==> config.mk <==
export PLATFORM = sky130hd
export DESIGN_NAME = pc_select_predictor
export DESIGN_NICKNAME = d
export VERILOG_FILES = /design/src/rtl/pc_select_predictor.sv
export SDC_FILE = /design/constraint.sdc
export NUM_CORES = 1
export LEC_CHECK = 0
export CAP_MARGIN = 0
export CORE_ASPECT_RATIO = 1.4
export CORE_MARGIN = 2
export CORE_UTILIZATION = 30
export DETAILED_ROUTE_END_ITERATION = 12
export PLACE_DENSITY = 0.56
export REMOVE_ABC_BUFFERS = 1
export SETUP_SLACK_MARGIN = 0.02
export SLEW_MARGIN = 30
export SYNTH_ARGS = -nofsm -noshare
export SYNTH_HDL_FRONTEND = slang
export SYNTH_SLANG_ARGS = --single-unit
export TNS_END_PERCENT = 100
==> constraint.sdc <==
create_clock -name clk -period 4.44 [get_ports clk]
set_input_delay 1.332 -clock clk [delete_from_list [all_inputs] [get_ports clk]]
set_output_delay 1.332 -clock clk [all_outputs]
set_load 0.1 [all_outputs]
==> src/rtl/pc_select_predictor.sv <==
// pc_select_predictor: fetch-time PC input select driven by a branch history
// table of 2-bit saturating counters. Trained from resolved branches in execute;
// raises a registered mispredict pulse and keeps a saturating mispredict count.
module pc_select_predictor #(
    parameter int unsigned XLEN         = 32,
    parameter int unsigned BHT_ENTRIES  = 64,
    parameter int unsigned IDX_LSB      = 2,
    parameter logic [1:0]  COUNTER_INIT = 2'b01,
    parameter int unsigned STAT_WIDTH   = 16
) (
    input  logic                  clk,
    input  logic                  reset,
    input  logic                  fetch_valid,
    input  logic [XLEN-1:0]       fetch_pc,
    input  logic [6:0]            fetch_opcode,
    output logic                  pc_input_sel,
    output logic                  predict_taken,
    input  logic                  resolve_valid,
    input  logic [XLEN-1:0]       resolve_pc,
    input  logic [6:0]            resolve_opcode,
    input  logic                  resolve_taken,
    input  logic                  resolve_predicted,
    output logic                  mispredict,
    output logic [STAT_WIDTH-1:0] mispredict_count
);

    localparam int unsigned IDX_W = (BHT_ENTRIES > 2) ? $clog2(BHT_ENTRIES) : 1;

    // opcode_t / pc_input_sel_t encodings shared with instructions_pkg
    localparam logic [6:0] OPCODE_BRANCH = 7'b1100011;
    localparam logic [6:0] OPCODE_JAL    = 7'b1101111;
    localparam logic [6:0] OPCODE_JALR   = 7'b1100111;

    localparam logic PC_INPUT_PC_PLUS_4 = 1'b0;
    localparam logic PC_INPUT_ALU       = 1'b1;

    function automatic logic [1:0] ctr_inc(input logic [1:0] c);
        return (c == 2'b11) ? c : c + 2'b01;
    endfunction

    function automatic logic [1:0] ctr_dec(input logic [1:0] c);
        return (c == 2'b00) ? c : c - 2'b01;
    endfunction

    function automatic logic [STAT_WIDTH-1:0] stat_inc(input logic [STAT_WIDTH-1:0] v);
        return (&v) ? v : v + 1'b1;
    endfunction

    logic [1:0]            bht [BHT_ENTRIES];
    logic [IDX_W-1:0]      fetch_idx;
    logic [IDX_W-1:0]      resolve_idx;
    logic                  train_p0;
    logic                  mispredict_p0;
    logic                  mispredict_p1;
    logic [STAT_WIDTH-1:0] mispredict_count_p2;
    logic                  unused_pc_bits;

    // Upper and sub-word PC bits play no part in indexing; aliasing is intended.
    assign unused_pc_bits = ^{fetch_pc, resolve_pc};

    assign fetch_idx   = fetch_pc[IDX_LSB +: IDX_W];
    assign resolve_idx = resolve_pc[IDX_LSB +: IDX_W];

    // ---- stage p0: resolve inputs qualified for training and mispredict ----
    assign train_p0      = resolve_valid && (resolve_opcode == OPCODE_BRANCH);
    assign mispredict_p0 = train_p0 && (resolve_taken != resolve_predicted);

    // Fetch-side select: combinational read of the pre-update counter, no bypass.
    always_comb begin
        pc_input_sel  = PC_INPUT_PC_PLUS_4;
        predict_taken = 1'b0;
        if (reset) begin
            predict_taken = bht[fetch_idx][1];
            if (fetch_valid) begin
                case (fetch_opcode)
                    OPCODE_JAL, OPCODE_JALR: pc_input_sel = PC_INPUT_ALU;
                    OPCODE_BRANCH:           pc_input_sel = bht[fetch_idx][1] ? PC_INPUT_ALU
                                                                              : PC_INPUT_PC_PLUS_4;
                    default:                 pc_input_sel = PC_INPUT_PC_PLUS_4;
                endcase
            end
        end
    end

    // BHT training: saturating counter update on resolved conditional branches.
    always_ff @(posedge clk or negedge reset) begin
        if (!reset) begin
            for (int i = 0; i < int'(BHT_ENTRIES); i++) begin
                bht[i] <= COUNTER_INIT;
            end
        end else if (train_p0) begin
            bht[resolve_idx] <= resolve_taken ? ctr_inc(bht[resolve_idx])
                                              : ctr_dec(bht[resolve_idx]);
        end
    end

    // ---- stage p1: registered one-cycle mispredict pulse ----
    always_ff @(posedge clk or negedge reset) begin
        if (!reset) begin
            mispredict_p1 <= 1'b0;
        end else begin
            mispredict_p1 <= mispredict_p0;
        end
    end

    // ---- stage p2: saturating mispredict statistic ----
    always_ff @(posedge clk or negedge reset) begin
        if (!reset) begin
            mispredict_count_p2 <= '0;
        end else if (mispredict_p1) begin
            mispredict_count_p2 <= stat_inc(mispredict_count_p2);
        end
    end

    assign mispredict       = mispredict_p1;
    assign mispredict_count = mispredict_count_p2;

endmodule

; ---- Word-level counts from Yosys, hierarchy flattened
; Cells that the tools add are included.
; W data, S select, Z words.
[totals]
in_bits = 84
output_inout_bits = 19
regBits = 145
[classes]
n_lt_le_gt_ge = 3
add_sub_neg = 3
n_reduce_logical = 7
bitwise = 3
n_mux = 17
eq_ne = 6
[op_table]
columns = op, n
row1 = $bwmux W128, 1
row2 = $eq A7 B7 Y1 const B, 4
row3 = $bmux W2 S6, 2
row4 = $add A16 B1 Y16 const B, 1
row5 = $mux W2, 8
row6 = $reduce_and A16 Y1, 1
row7 = $ge A7 B7 Y1 const B, 2
row8 = $not A6 Y7, 2
row9 = $demux W2 S6, 1
row10 = $lt A7 B1 Y1 const B, 1
row11 = $mux W1, 4
row12 = $logic_and A1 B1 Y1, 3
row13 = $add A2 B1 Y2 const B, 1
row14 = $eq A2 B2 Y1 const B, 1
row15 = $logic_not A2 Y1, 1
row16 = $pmux W1 S2, 1
row17 = $reduce_and A2 Y1, 1
row18 = $reduce_or A2 Y1, 1
row19 = $sub A2 B1 Y2 const B, 1
row20 = $ne A1 B1 Y1, 1
row21 = $not A1 Y1, 1

; ---- Longest topological paths before layout
; Gate-level depths: netlist of the first run.
[logic_depth]
word_depth = 8
ltp_mapped = 11
ltp_nobuf = 7

; ---- Worst setup path after synthesis of the first run
; OpenSTA, ideal clock, no wires.
[synth_path]
kind = input to output
from = input fetch_pc[3]
to = output pc_input_sel
slack_ns = -2.394
required_time_ns = 3.108
path_stages = 8
t_arrival_ns = 5.502
path_cell_list = clkbuf_1 > clkbuf_1 > mux4_2 > mux4_2 > mux2i_1 > a21oi_1 > a21oi_1 > nor4_1
[synth_between]
elab_chain_len = 8
[synth_lines]
columns = item, line
row1 = "start, declared", 14  ; input logic [XLEN-1:0] fetch_pc,
row2 = $not A6 Y7 (not written as such), 77  ; OPCODE_BRANCH: pc_input_sel = bht[fetch_idx][1] ? PC_INPUT_ALU
row3 = $bmux W2 S6, 77
row4 = $mux W2 (not written as such) (2 in series), 77
row5 = $mux W1, 77
row6 = $pmux W1 S2, 75  ; case (fetch_opcode)
row7 = $mux W1, 74  ; if (fetch_valid) begin
row8 = $mux W1, 72  ; if (reset) begin
row9 = "end, declared", 16  ; output logic pc_input_sel,
; Every way passes these cells. The select of a mux whose other input is x is not followed.

; ---- Worst setup path after layout of the first run
; Ends and elaborated chain as after synthesis.

==> metrics.cfg, run 1 <==
[run_status]
outcome = finished with violations
violations = negative setup slack

[grt]
grt_pass1_vias = 6050
grt_pass1_wl_um = 34600
track_usage_pct = 17.0
antenna_found_initial = 0
grt-ovfl-total = 0
grt_max_degree = 73

[synthesis]
synth-compound-area-share_pct = 14.7
ys_seq_elements = 145
postSynthAreaPerCell_um2 = 10.2
synth.top_cell.area_share_pct = 26.7
synth_xor_area_share_pct = 1.73
syn_inst = 745
ys_types = 60
synth_top_family_by_area = simple AND/OR/NAND/NOR gates
seq_area_frac_synth_pct = 48.9
yosys.area_share.simple_pct = 16.7
synth_area_um2 = 7580
yosys-top-cells-area = dfrtp_1, dfstp_2, nand2_1
synth_adder_area_share_pct = 0.495
synth_ff_type = dfrtp_1
synth_mux_area_share_pct = 13.8
synth-edff-count = 0
synthArstFlopShare_pct = 100
yosysTopAreaCell = dfrtp_1
yosys_warnings = 0

[die]
start_util_pct = 30.6
rows = 68
core_area_um2 = 24800
die_y_um = 192
dieArea_um2 = 26600
num_io_pins = 103
die-width_um = 138

[pwr]
total_power_mw = 3.08
p_leak_nw = 3.73
ir_drop_v = 0.000206
power_density_nw_per_um2 = 328

[cts]
clockBufferDepth = 2
cts_root_buffer = clkbuf_16
cts.sinks = 145
cts.clk_slew.worst_paths_ns = 0.06
htree_levels = 4
worstSkewPairLatency_ns = 0.43
tritoncts = yes
numCtsBuffers = 17

[sta]
final_max_slew_viol_count = 0
timing.hold.ws_ns = 0.460
period_needed_ns = 4.84
rsz0062_at_grt = true
finalHoldViolations = 0
maxSlewHeadroom_pct = 34.7
min_period_over_period_pct = 109
worst_slew_pin_slew_ns = 0.976
setup_violations = 2
fin_ws_ns = -0.399
skew_ns = 0.00917
max_freq_ghz = 0.207

[route]
dr.pass1.iters = 4
drtAntennaViolNets = 0
wl_met3_um = 962
routed_wirelength_um = 21600
dr.first_iter.drc_count = 421
viasPerCell = 5.08
wl_met1_um = 8720
wl_per_cell_um = 18.8
vias = 5844
met2_length_um = 11200
drcViolationCount = 0
routed.top_layer = met4

[critical_path]
path_cells = buf_2 > bufbuf_16 > mux4_2 > mux4_2 > nor2b_4 > a211oi_2 > a21oi_2 > a21oi_1 > nor4_1 > bufbuf_16
critPathMaxStageDelay_ns = 0.49
startpoint_type = primary input
worstSetupPathType = in -> out
crit_arrival_ns = 3.51
crit_required_ns = 3.11
cp_max_fo = 5
cp-end-kind = primary output
crit_slowest_cell = mux4_2

[final_layout]
layout_commonest_cell = nand2_1
diodes = 0
final_cell_mix = nand2_1, dfrtp_1, dfstp_2
nets = 908
fin_util_pct = 38.0
syn_to_final_growth_pct = 24.1
drive_gt1_share_pct = 28.0

[flow_run]
cap_violations = 0

[worst_hold_path]
hold_path_class = reg -> reg

[placement]
hpwl_um = 15300
numPortBuffers = 50
gp_congestion = 0.890
pre_cts_ws_ns = -0.807

==> layout make-up <==
class | instances | area [um2]
Clock buffer | 19 | 443
Inverter | 6 | 22.5
Timing Repair Buffer | 98 | 1060
Clock inverter | 13 | 159
Fill cell | 2392 | 15400
Multi-Input combinational cell | 555 | 3620
Tap cell | 315 | 394
Sequential cell | 145 | 3710
==> where the power goes <==
group	internal, mW	switching, mW	leakage (nW)
registers	1.33	0.00263	1.79
clock network	0.898	0.582	0.290
logic	0.105	0.168	1.65
==> flip-flops by register name, indices dropped and copies added, names as in the netlist <==
register and cells:
mispredict_count 16, mispredict 1, bht 128
==> metrics by stage <==
| step | instance area (um2) | setup TNS (ns) | cells |
|---|---|---|---|
| finish | 9410 | -0.673 | 1151 |
| global route | 9410 | -0.753 | 1151 |
| CTS | 9400 | -0.626 | 1151 |
| detailed placement | 8680 | -1.58 | 1115 |
| global placement | 8680 | -1.63 | 1115 |
| floorplan | 7330 | -1.95 | 706 |
==> timing repair <==
action / 4_1_cts / 5_1_grt
setup endpoints to repair: 2 / 2
buffers inserted: 2 / 0
hold buffers: 0 / 0
resized for setup: 18 / 2
gates cloned: 2 / 0
pin swaps: 3 / 1
==> synth_stat cells, drive strengths merged, types with 4 or more instances <==
master / instances
a21oi: 7
a221o: 4
a22oi: 6
and2: 4
and3: 7
buf: 27
clkbuf: 12
dfrtp: 81
dfstp: 64
inv: 5
mux2: 16
mux2i: 30
mux4: 25
nand2: 213
nand2b: 4
nand3: 12
nand3b: 4
nand4: 10
nor2: 18
nor2b: 5
o211ai: 4
o21ai: 131
o22ai: 5
xnor2: 10
xor2: 5
==> critical path, delay by kind of cell <==
kind	cells	cell delay, ns
buf+inv	3	0.74
mux	2	0.79
compound gates	3	0.44
simple gates	2	0.20
==> path summary, 6_finish.rpt <==
kind	slack, ns	end	start	depth (start not counted)
setup / recovery	-0.40	pc_input_sel	fetch_pc[3]	10
hold / removal	0.46	bht[122]	bht[122]	2
setup reg to reg	1.93	bht[43]	bht[5]	8
hold reg to reg	0.46	bht[122]	bht[122]	2
max in group asynchronous	2.09	bht[33]	reset	3
min in group asynchronous	0.73	mispredict_count[1]	reset	1
==> cell families (layout without fill, tap and decap cells) <==
| group | Yosys count | in the layout |
|---|---|---|
| AO/OA/AOI/OAI | 175 | 175 |
| XOR/XNOR | 15 | 15 |
| adder cells (fa/ha/maj) | 3 | 3 |
| buffers and inverters | 45 | 136 |
| flip-flops | 145 | 145 |
| multiplexers | 71 | 71 |
| AND/OR/NAND/NOR | 291 | 291 |
==> routing by layer <==
layer	up-vias	GRT usage, %
met2	150	30.8
li1	2803	-
met3	36	3.34
met5	-	0
met4	0	7.85
met1	2855	19.4
(Power assumes the default switching activity.)
==> run 2, diff against run 1 <==
--- a/config.mk
+++ b/config.mk
@@ -6,7 +6,7 @@
 export NUM_CORES = 1
 export LEC_CHECK = 0
 export CAP_MARGIN = 0
-export CORE_ASPECT_RATIO = 1.4
+export CORE_ASPECT_RATIO = 0.9
 export CORE_MARGIN = 2
 export CORE_UTILIZATION = 30
 export DETAILED_ROUTE_END_ITERATION = 12
==> metrics.cfg, run 2 (synthesized netlist as in run 1, its figures left out) <==
[worst_hold_path]
hp-start = bht[56]  ; was bht[122]
hold_path_class = reg -> reg  ; unchanged
min_path_cells = 2  ; unchanged

[grt]
grt_max_degree = 75  ; was 73
grt_pass1_wl_um = 34000  ; was 34,600 um
track_usage_pct = 17.0  ; about the same
grt-ovfl-total = 0  ; unchanged
grt_pass1_vias = 5919  ; was 6,050
antenna_found_initial = 0  ; unchanged

[critical_path]
crit_required_ns = 3.11  ; about the same
cp-end-kind = primary output  ; unchanged
critPathCapture = pc_input_sel  ; unchanged
crit_slowest_cell = mux4_2  ; unchanged
rr_worst_depth = 8  ; unchanged
worstSetupStartpoint = fetch_pc[2]  ; was fetch_pc[3]
r2r_slack_ns = 1.87  ; was 1.93 ns
path_cells = buf_12 > buf_12 > buf_6 > mux4_2 > mux4_2 > mux2i_2 > a21oi_2 > a21oi_2 > nor4_1 > bufbuf_16  ; was buf_2 > bufbuf_16 > mux4_2 > mux4_2 > nor2b_4 > a211oi_2 > a21oi_2 > a21oi_1 > nor4_1 > bufbuf_16
critPathBufInv = 4  ; was 3
cp_top_family = multiplexers  ; unchanged
r2r-end = bht[52]  ; was bht[43]
crit_cells = 10  ; unchanged
r2r_start = bht[1]  ; was bht[5]
worstSetupPathType = in -> out  ; unchanged
startpoint_type = primary input  ; unchanged
cp_max_fo = 6  ; was 5
critPathMaxStageDelay_ns = 0.52  ; was 0.49 ns
crit_arrival_ns = 3.50  ; was 3.51 ns

[final_layout]
fillers = 2476  ; was 2,392
finalNonFillerCells = 1180  ; was 1,151
layout_commonest_cell = nand2_1  ; unchanged
nets = 910  ; was 908
syn_to_final_growth_pct = 25.2  ; was 24.1%
diodes = 0  ; unchanged
largest_register_ffs = 128  ; unchanged
drive_gt1_share_pct = 28.2  ; was 28.0%
top_register = bht  ; unchanged
final_cell_mix = nand2_1, dfrtp_1, dfstp_2  ; unchanged

[die]
num_io_pins = 103  ; unchanged
start_util_pct = 30.3  ; was 30.6%
rows = 55  ; was 68
core_area_um2 = 25000  ; was 24,800 um2
die_y_um = 155  ; was 192 um
die-width_um = 172  ; was 138 um
dieArea_um2 = 26600  ; about the same

[placement]
gp_congestion = 0.863  ; was 0.890
hpwl_um = 14500  ; was 15,300 um
pre_cts_ws_ns = -0.835  ; was -0.807 ns
numPortBuffers = 50  ; unchanged
place_inst = 1142  ; was 1,115

[sta]
rsz0062_at_grt = true  ; unchanged
setup_violations = 2  ; unchanged
maxSlewHeadroom_pct = 33.7  ; was 34.7%
max_freq_ghz = 0.207  ; about the same
finalHoldViolations = 0  ; unchanged
skew_ns = 0.0127  ; was 0.00917 ns
timing.hold.ws_ns = 0.460  ; about the same
final_max_slew_viol_count = 0  ; unchanged
period_needed_ns = 4.83  ; was 4.84 ns
worst_slew_pin_slew_ns = 0.991  ; was 0.976 ns
min_period_over_period_pct = 109  ; about the same
final.setup.tns_ns = -0.619  ; was -0.673 ns
fin_ws_ns = -0.391  ; was -0.399 ns

[route]
wl_per_cell_um = 18.3  ; was 18.8 um
dr.pass1.iters = 5  ; was 4
drtAntennaViolNets = 0  ; unchanged
drcViolationCount = 0  ; unchanged
vias = 5859  ; was 5,844
routed_wirelength_um = 21500  ; was 21,600 um
dr.first_iter.drc_count = 454  ; was 421
viasPerCell = 4.97  ; was 5.08

[pwr]
p_int_mw = 2.38  ; was 2.33 mW
ir_drop_v = 0.000274  ; was 0.000206 V
switching_power_mw = 0.768  ; was 0.752 mW
combPwrFrac_pct = 8.7  ; was 8.9%
total_power_mw = 3.15  ; was 3.08 mW
pwr-share-clk_pct = 49.0  ; was 48.0%
p_seq_share_pct = 42.3  ; was 43.2%
p_leak_nw = 3.74  ; was 3.73 nW
p_sw_share_pct = 24.4  ; about the same
power_density_nw_per_um2 = 332  ; was 328 nW/um2

[run_status]
outcome = finished with violations  ; unchanged
violations = negative setup slack  ; unchanged

[cts]
clockBufferDepth = 2  ; unchanged
cts.clk_slew.worst_paths_ns = 0.06  ; about the same
cts_hold_buf = 0  ; unchanged
worstSkewPairLatency_ns = 0.44  ; was 0.43 ns
cts_root_buffer = clkbuf_16  ; unchanged
htree_levels = 4  ; unchanged
cts.sinks = 145  ; unchanged
numCtsBuffers = 17  ; unchanged
tritoncts = yes  ; unchanged

[flow_run]
cap_violations = 0  ; unchanged

[run 2: cell count changes in the layout (fill, tap and decap cells not counted), sizes merged]
| cell | delta |
|---|---|
| buf | +2 |
| clkinv | -4 |
| clkbuf | +1 |
| bufinv | +1 |
| inv | +2 |
[run 2: worst min-delay path by stage]
stage                    end  slack (ns)
floorplan            bht[72]        0.44
global placement    bht[122]        0.45
finish               bht[56]        0.46
global route        bht[124]        0.48
CTS                 bht[118]        0.46
detailed placement  bht[118]        0.45
[run 2: repair_timing]
| action | 4_1_cts | 5_1_grt |
|---|---|---|
| resized for setup | 18 | 2 |
| buffers inserted | 3 | 0 |
| cloned | 2 | 0 |
| pin swaps | 3 | 2 |
| setup endpoints to repair | 2 | 2 |
[run 2: final cells by class]
cell class,instances,area (um2),area share (%)
clock buffer,20,437,4.60
clock inverter,12,183,1.92
inverter,6,22.5,0.237
multi-input combinational,555,3620,38.1
sequential,145,3710,39.1
tap,342,428,4.51
timing repair buffer,100,1090,11.5
[run 2: through the flow]
step                cell area (um2)  util (%)
finish                         9490      38.0
global route                   9490      38.0
CTS                            9450      37.8
detailed placement             8710      34.9
global placement               8710      34.9
floorplan                      7330         -
[run 2: power by group through the flow]
stage	sequential, mW	combinational (mW)	clock [mW]
finish	1.33	0.275	1.54
global route	1.33	0.294	1.62
CTS	1.33	0.274	1.57
detailed placement	1.35	0.260	0
global placement	1.35	0.259	0
floorplan	1.36	0.0831	0
[run 2: per-layer routing]
layer	part of all wire [%]	wire length (um)	global-route usage, %
met1	47	10100	23.5
met2	46	9940	26.4
met3	4.6	981	3.17
met4	2.2	473	6.54
met5	0	0	0
[run 2: tightest hold or removal path, delay by kind of cell (launching register included)]
kind	cells	cell delay, ns
simple gates	1	0.04
compound gates	1	0.05
flops	1	0.37
==> RTL change 1 (settings of run 1) <==
The parameter `BHT_ENTRIES` goes from 64 to 128.
--- a/src/rtl/pc_select_predictor.sv
+++ b/src/rtl/pc_select_predictor.sv
@@ -4,5 +4,5 @@
 module pc_select_predictor #(
     parameter int unsigned XLEN         = 32,
-    parameter int unsigned BHT_ENTRIES  = 64,
+    parameter int unsigned BHT_ENTRIES  = 128,
     parameter int unsigned IDX_LSB      = 2,
     parameter logic [1:0]  COUNTER_INIT = 2'b01,
Behaviour: not the same (Yosys sat finds a counterexample within 4 cycles, from zero or initial values and one cycle with reset low).
==> RTL change 1 against run 1 <==
  * The run still ends with negative setup slack left
  * Via count up 94%
  * Final area up 84%
  * Combinational power up 110%
  * Synthesized area grew 90%
  * Worst setup slack lost 0.30 ns
  * Sequential cell count is 128 higher
  * Total power up 74%
  * Routed wire length increased by 110%
  * Critical path type unchanged
  * Critical endpoint is now predict_taken
  * Highest routed layer is now met5
==> RTL change 1: results (changes against run 1) <==
run_status:
  status: "complete, but fails checks"
  violations: "negative setup slack"
timing:
  timing_worst_slew_pin_value_ns: 0.987  # +0.0113 ns
  finalClockSkew_ns: 0.0172  # +0.00801 ns
  final-setup-viol-count: 2  # unchanged
  setup_ws_ns: -0.696  # -0.298 ns
  worst_hold_slack_ns: 0.460  # +0.000120 ns
global_routing:
  use_met3_pct: 2.61  # -0.73 points
  grt_first_pass_wirelength_um: 72000  # +110%
  grt_max_degree: 75  # +2.7%
  grt_use_met1_pct: 22.6  # +3.3 points
  grt_pass1_vias: 11742  # +94%
  gr-usage-met2_pct: 32.4  # +1.6 points
layout:
  final_nets: 1604  # +77%
  drive_above_1_share_pct: 33.4  # +5.4 points
  total_of_plain_and_repair_buffers_excluding_clock_buffers: 185  # +89%
  area_share_nonclk_buffers_pct: 10.7  # -0.60 points
  largest_register_ffs: 256  # +100%
  inverters_excl_clock: 12  # +6
  nMultiInputCombCells: 1020  # +84%
  fraction_of_area_in_multi_input_gates_pct: 39.0  # +0.57 points
  n_fill_cell: 4646  # +94%
  clock_buffer_count: 40  # +21
  sequential_area_um2: 6990  # +89%
worst_hold_path:
  worstHoldStart: "bht[142]$_DFFE_PN1P_"
  hold_end: "bht[142]$_DFFE_PN1P_"
drt:
  sum_of_met2_wire_segment_lengths_after_detailed_routing_um: 23000  # +110%
  avgRoutedWirePerCell_um: 21.3  # +13%
  detail_route.wirelength.met1_um: 18100  # +110%
  top_layer_used: "met5"
  first_pass_iters: 6  # +2
  post_drt_via_cell_ratio: 5.21  # +2.7%
setup_path:
  crit_fanout: 7  # +2
  rr_worst_depth: 10  # +2
  regToRegStartpoint: "bht[15]$_DFFE_PN0P_"
  crit_start: "fetch_pc[2]"
place:
  dp.final_hpwl_um: 33800  # +120%
  placement.io_buffers: 52  # +4.0%
  place.gp.congestion: 0.969  # +8.9%
  placed_cell_area_um2: 16400  # +88%
cts:
  clk_latency_ns: 0.56  # +0.13 ns
  post_cts_resize_count: 6  # -12
  number_of_buffers_on_the_longest_clock_path: 3  # +1
  cts_bufs_inserted: 27  # +10
  htreeDepth: 1  # -3
  number_of_buffers_added_for_setup_after_cts: 0  # -2
  cts_num_sinks: 273  # +88%
pwr:
  power.ir.vdd_worst_uv: 189  # -8.4%
  seq_power_share_pct: 46.5  # +3.3 points
  leak_nw: 6.75  # +81%
  switching_share_pct: 26.1  # +1.7 points
synthesis:
  synth.top_cells.by_area: "sky130_fd_sc_hd__dfrtp_1 25%, sky130_fd_sc_hd__dfstp_2 23%, sky130_fd_sc_hd__nand2_1 11%"
  seq_area_frac_synth_pct: 48.6  # -0.37 points
floorplanning:
  rows: 95  # +40%
==> RTL change 1: kinds of logic after synthesis <==
group	after synthesis	synth area share, %
DFF	273	48.6
buffers and inverters	102	4.78
AOI/OAI and AO/OA	383	18.6
muxes	93	12.1
xor gates and xnor gates	16	0.973
adders and majority gates	3	0.235
and+or+nand+nor	525	14.7
==> RTL change 1: through the flow <==
| step | util [%] | instances | TNS [ns] | power (mW) | setup WS [ns] |
|---|---|---|---|---|---|
| CTS | 36.3 | 2169 | -1.38 | 5.43 | -0.701 |
| detailed placement | 34.3 | 2118 | -3.36 | 3.12 | -0.839 |
| global route | 36.3 | 2170 | -1.48 | 5.57 | -0.754 |
| finish | 36.3 | 2170 | -1.36 | 5.38 | -0.696 |
| global placement | 34.3 | 2118 | -1.99 | 3.11 | -0.884 |
| floorplan | - | 1305 | -152.38 | 2.74 | -1.97 |
==> RTL change 2 (config.mk and constraints of run 1) <==
Without the edit above. Put one more register stage on the output `mispredict_count`, cleared by the reset. The value now appears one clock later. The other outputs are not delayed to match.
--- a/src/rtl/pc_select_predictor.sv
+++ b/src/rtl/pc_select_predictor.sv
@@ -114,5 +114,11 @@
 
     assign mispredict       = mispredict_p1;
-    assign mispredict_count = mispredict_count_p2;
+    always_ff @(posedge clk or negedge reset) begin
+        if (!reset) begin
+            mispredict_count <= '0;
+        end else begin
+            mispredict_count <= mispredict_count_p2;
+        end
+    end
 
 endmodule
Formal check against the unedited RTL: not equivalent (Yosys sat finds a counterexample within 4 cycles, from zero or initial values and one cycle with reset low).
==> RTL change 2 against run 1 <==
  * The run still ends with negative setup slack left
  * Worst setup slack improved by 0.0082 ns
  * Critical path type unchanged
  * Register-to-register slack got worse by 0.33 ns
  * Critical endpoint unchanged
  * Total power increased by 2.5%
  * Routed wire length increased by 4.2%
  * Sequential share of layout area increased by 3.6 points
  * Synthesized area increased by 3.9%
  * Final area increased by 1.6%
  * Sequential cell count increased by 16
==> RTL change 2: results (changes against run 1) <==
place:
  place_inst: 1140  # +2.2%
  place.gp.congestion: 0.865  # -2.8%
  dp.final_hpwl_um: 15300  # +0.14%
synthesis:
  synth.distinct_cells: 64  # +6.7%
  synth.cells.most_frequent: "205 x sky130_fd_sc_hd__nand2_1, 97 x sky130_fd_sc_hd__dfrtp_1, 81 x sky130_fd_sc_hd__o21ai_0, 64 x sky130_fd_sc_hd__dfstp_2, 44 x sky130_fd_sc_hd__o21ai_1"
pwr:
  switching_share_pct: 25.6  # +1.2 points
  leak_nw: 3.71  # -0.44%
  power.ir.vdd_worst_uv: 200  # -3.1%
timing:
  finalClockSkew_ns: 0.0130  # +0.00384 ns
  final-setup-viol-count: 2  # unchanged
  worst_hold_slack_ns: 0.424  # -0.0355 ns
  setup_ws_ns: -0.391  # +0.00816 ns
setup_path:
  reg2reg_slack_ns: 1.60  # -0.33 ns
  crit_arrival_ns: 3.50  # about the same
  crit-reg2reg-capture: "bht[38]$_DFFE_PN1P_"
worst_hold_path:
  hold_end: "mispredict_count[9]$_DFF_PN0_"
  min_delay_path_depth: 0  # -2
global_routing:
  grt_use_total_pct: 17.0  # about the same
  gr-usage-met2_pct: 29.6  # -1.2 points
  grt_pass1_vias: 6226  # +2.9%
  grt_first_pass_wirelength_um: 36000  # +3.9%
  grt_use_met1_pct: 20.3  # +0.94 points
layout:
  instances_no_fill: 1174  # +2.0%
run_status:
  violations: "negative setup slack"
  status: "complete, but fails checks"
cts:
  number_of_buffers_added_for_setup_after_cts: 0  # -2
drt:
  sum_of_met2_wire_segment_lengths_after_detailed_routing_um: 11500  # +2.5%
  detail_route.wirelength.met1_um: 9110  # +4.5%
  avgRoutedWirePerCell_um: 19.2  # +2.2%
==> RTL change 2: cell count changes in the layout (fill, tap and decap cells not counted), moves of 9 or more <==
cell,delta
sky130_fd_sc_hd__o21ai_2,-35
sky130_fd_sc_hd__o21ai_0,+19
sky130_fd_sc_hd__dfrtp_1,+16
sky130_fd_sc_hd__mux2i_1,-14
sky130_fd_sc_hd__a21oi_1,+12
sky130_fd_sc_hd__a221oi_1,+10
sky130_fd_sc_hd__o21ai_1,+10
sky130_fd_sc_hd__a31oi_1,+9
==> RTL change 2: power by group through the flow <==
stage                     Sequential (mW)  Combinational [mW]  Clock [mW]
after CTS                            1.48               0.276        1.45
after global placement               1.50               0.265           0
final                                1.48               0.271        1.41
after detailed placement             1.50               0.266           0
after global routing                 1.48               0.290        1.52
after floorplan                      1.51              0.0764           0
==> RTL change 2: worst max-delay path by stage <==
stage / from / slack (ns) / endpoint / depth (start not counted)
floorplan: fetch_pc[2] / -1.85 / pc_input_sel / 5
global placement: fetch_pc[2] / -0.90 / pc_input_sel / 8
detailed placement: fetch_pc[2] / -0.93 / pc_input_sel / 8
CTS: fetch_pc[2] / -0.42 / pc_input_sel / 8
global route: fetch_pc[2] / -0.45 / pc_input_sel / 8
finish: fetch_pc[2] / -0.39 / pc_input_sel / 8
==> RTL change 2: area by class of cell <==
cell class | count | area [um2]
clock inverter | 13 | 126
inverter | 5 | 18.8
timing repair buffer | 92 | 972
clock buffer | 19 | 433
sequential | 161 | 4110
tap | 324 | 405
fill | 2565 | 16400
multi-input combinational | 560 | 3500
==> RTL change 2: worst max-delay path, stage by stage <==
cell and delay, ns:
sky130_fd_sc_hd__buf_12 0.10, sky130_fd_sc_hd__buf_12 0.14, sky130_fd_sc_hd__mux4_2 0.50, sky130_fd_sc_hd__mux4_2 0.50, sky130_fd_sc_hd__mux4_2 0.54, sky130_fd_sc_hd__a21oi_2 0.13, sky130_fd_sc_hd__nor4_1 0.07, sky130_fd_sc_hd__buf_12 0.17
==> RTL change 2: repair_timing <==
item / 4_1_cts / 5_1_grt
gates cloned: 2 / 0
setup endpoints to repair: 2 / 2
pin swaps: 1 / 1
resized for setup: 16 / 0
hold buffers: 0 / 0
==> RTL change 2: kinds of logic after synthesis <==
family	Yosys count	synth area share (%)
AND/OR/NAND/NOR	283	15.4
flip-flops	161	52.2
AO/OA/AOI/OAI	208	16.0
multiplexers	53	11.0
adder cells (fa/ha/maj)	1	0.159
XOR/XNOR	15	1.67
buffers and inverters	50	3.47
==> RTL change 2: metrics by stage <==
| step | cell area [um2] | power [mW] |
|---|---|---|
| global route | 9560 | 3.29 |
| CTS | 9560 | 3.20 |
| detailed placement | 8930 | 1.77 |
| finish | 9560 | 3.16 |
| floorplan | 7620 | 1.59 |
| global placement | 8930 | 1.77 |
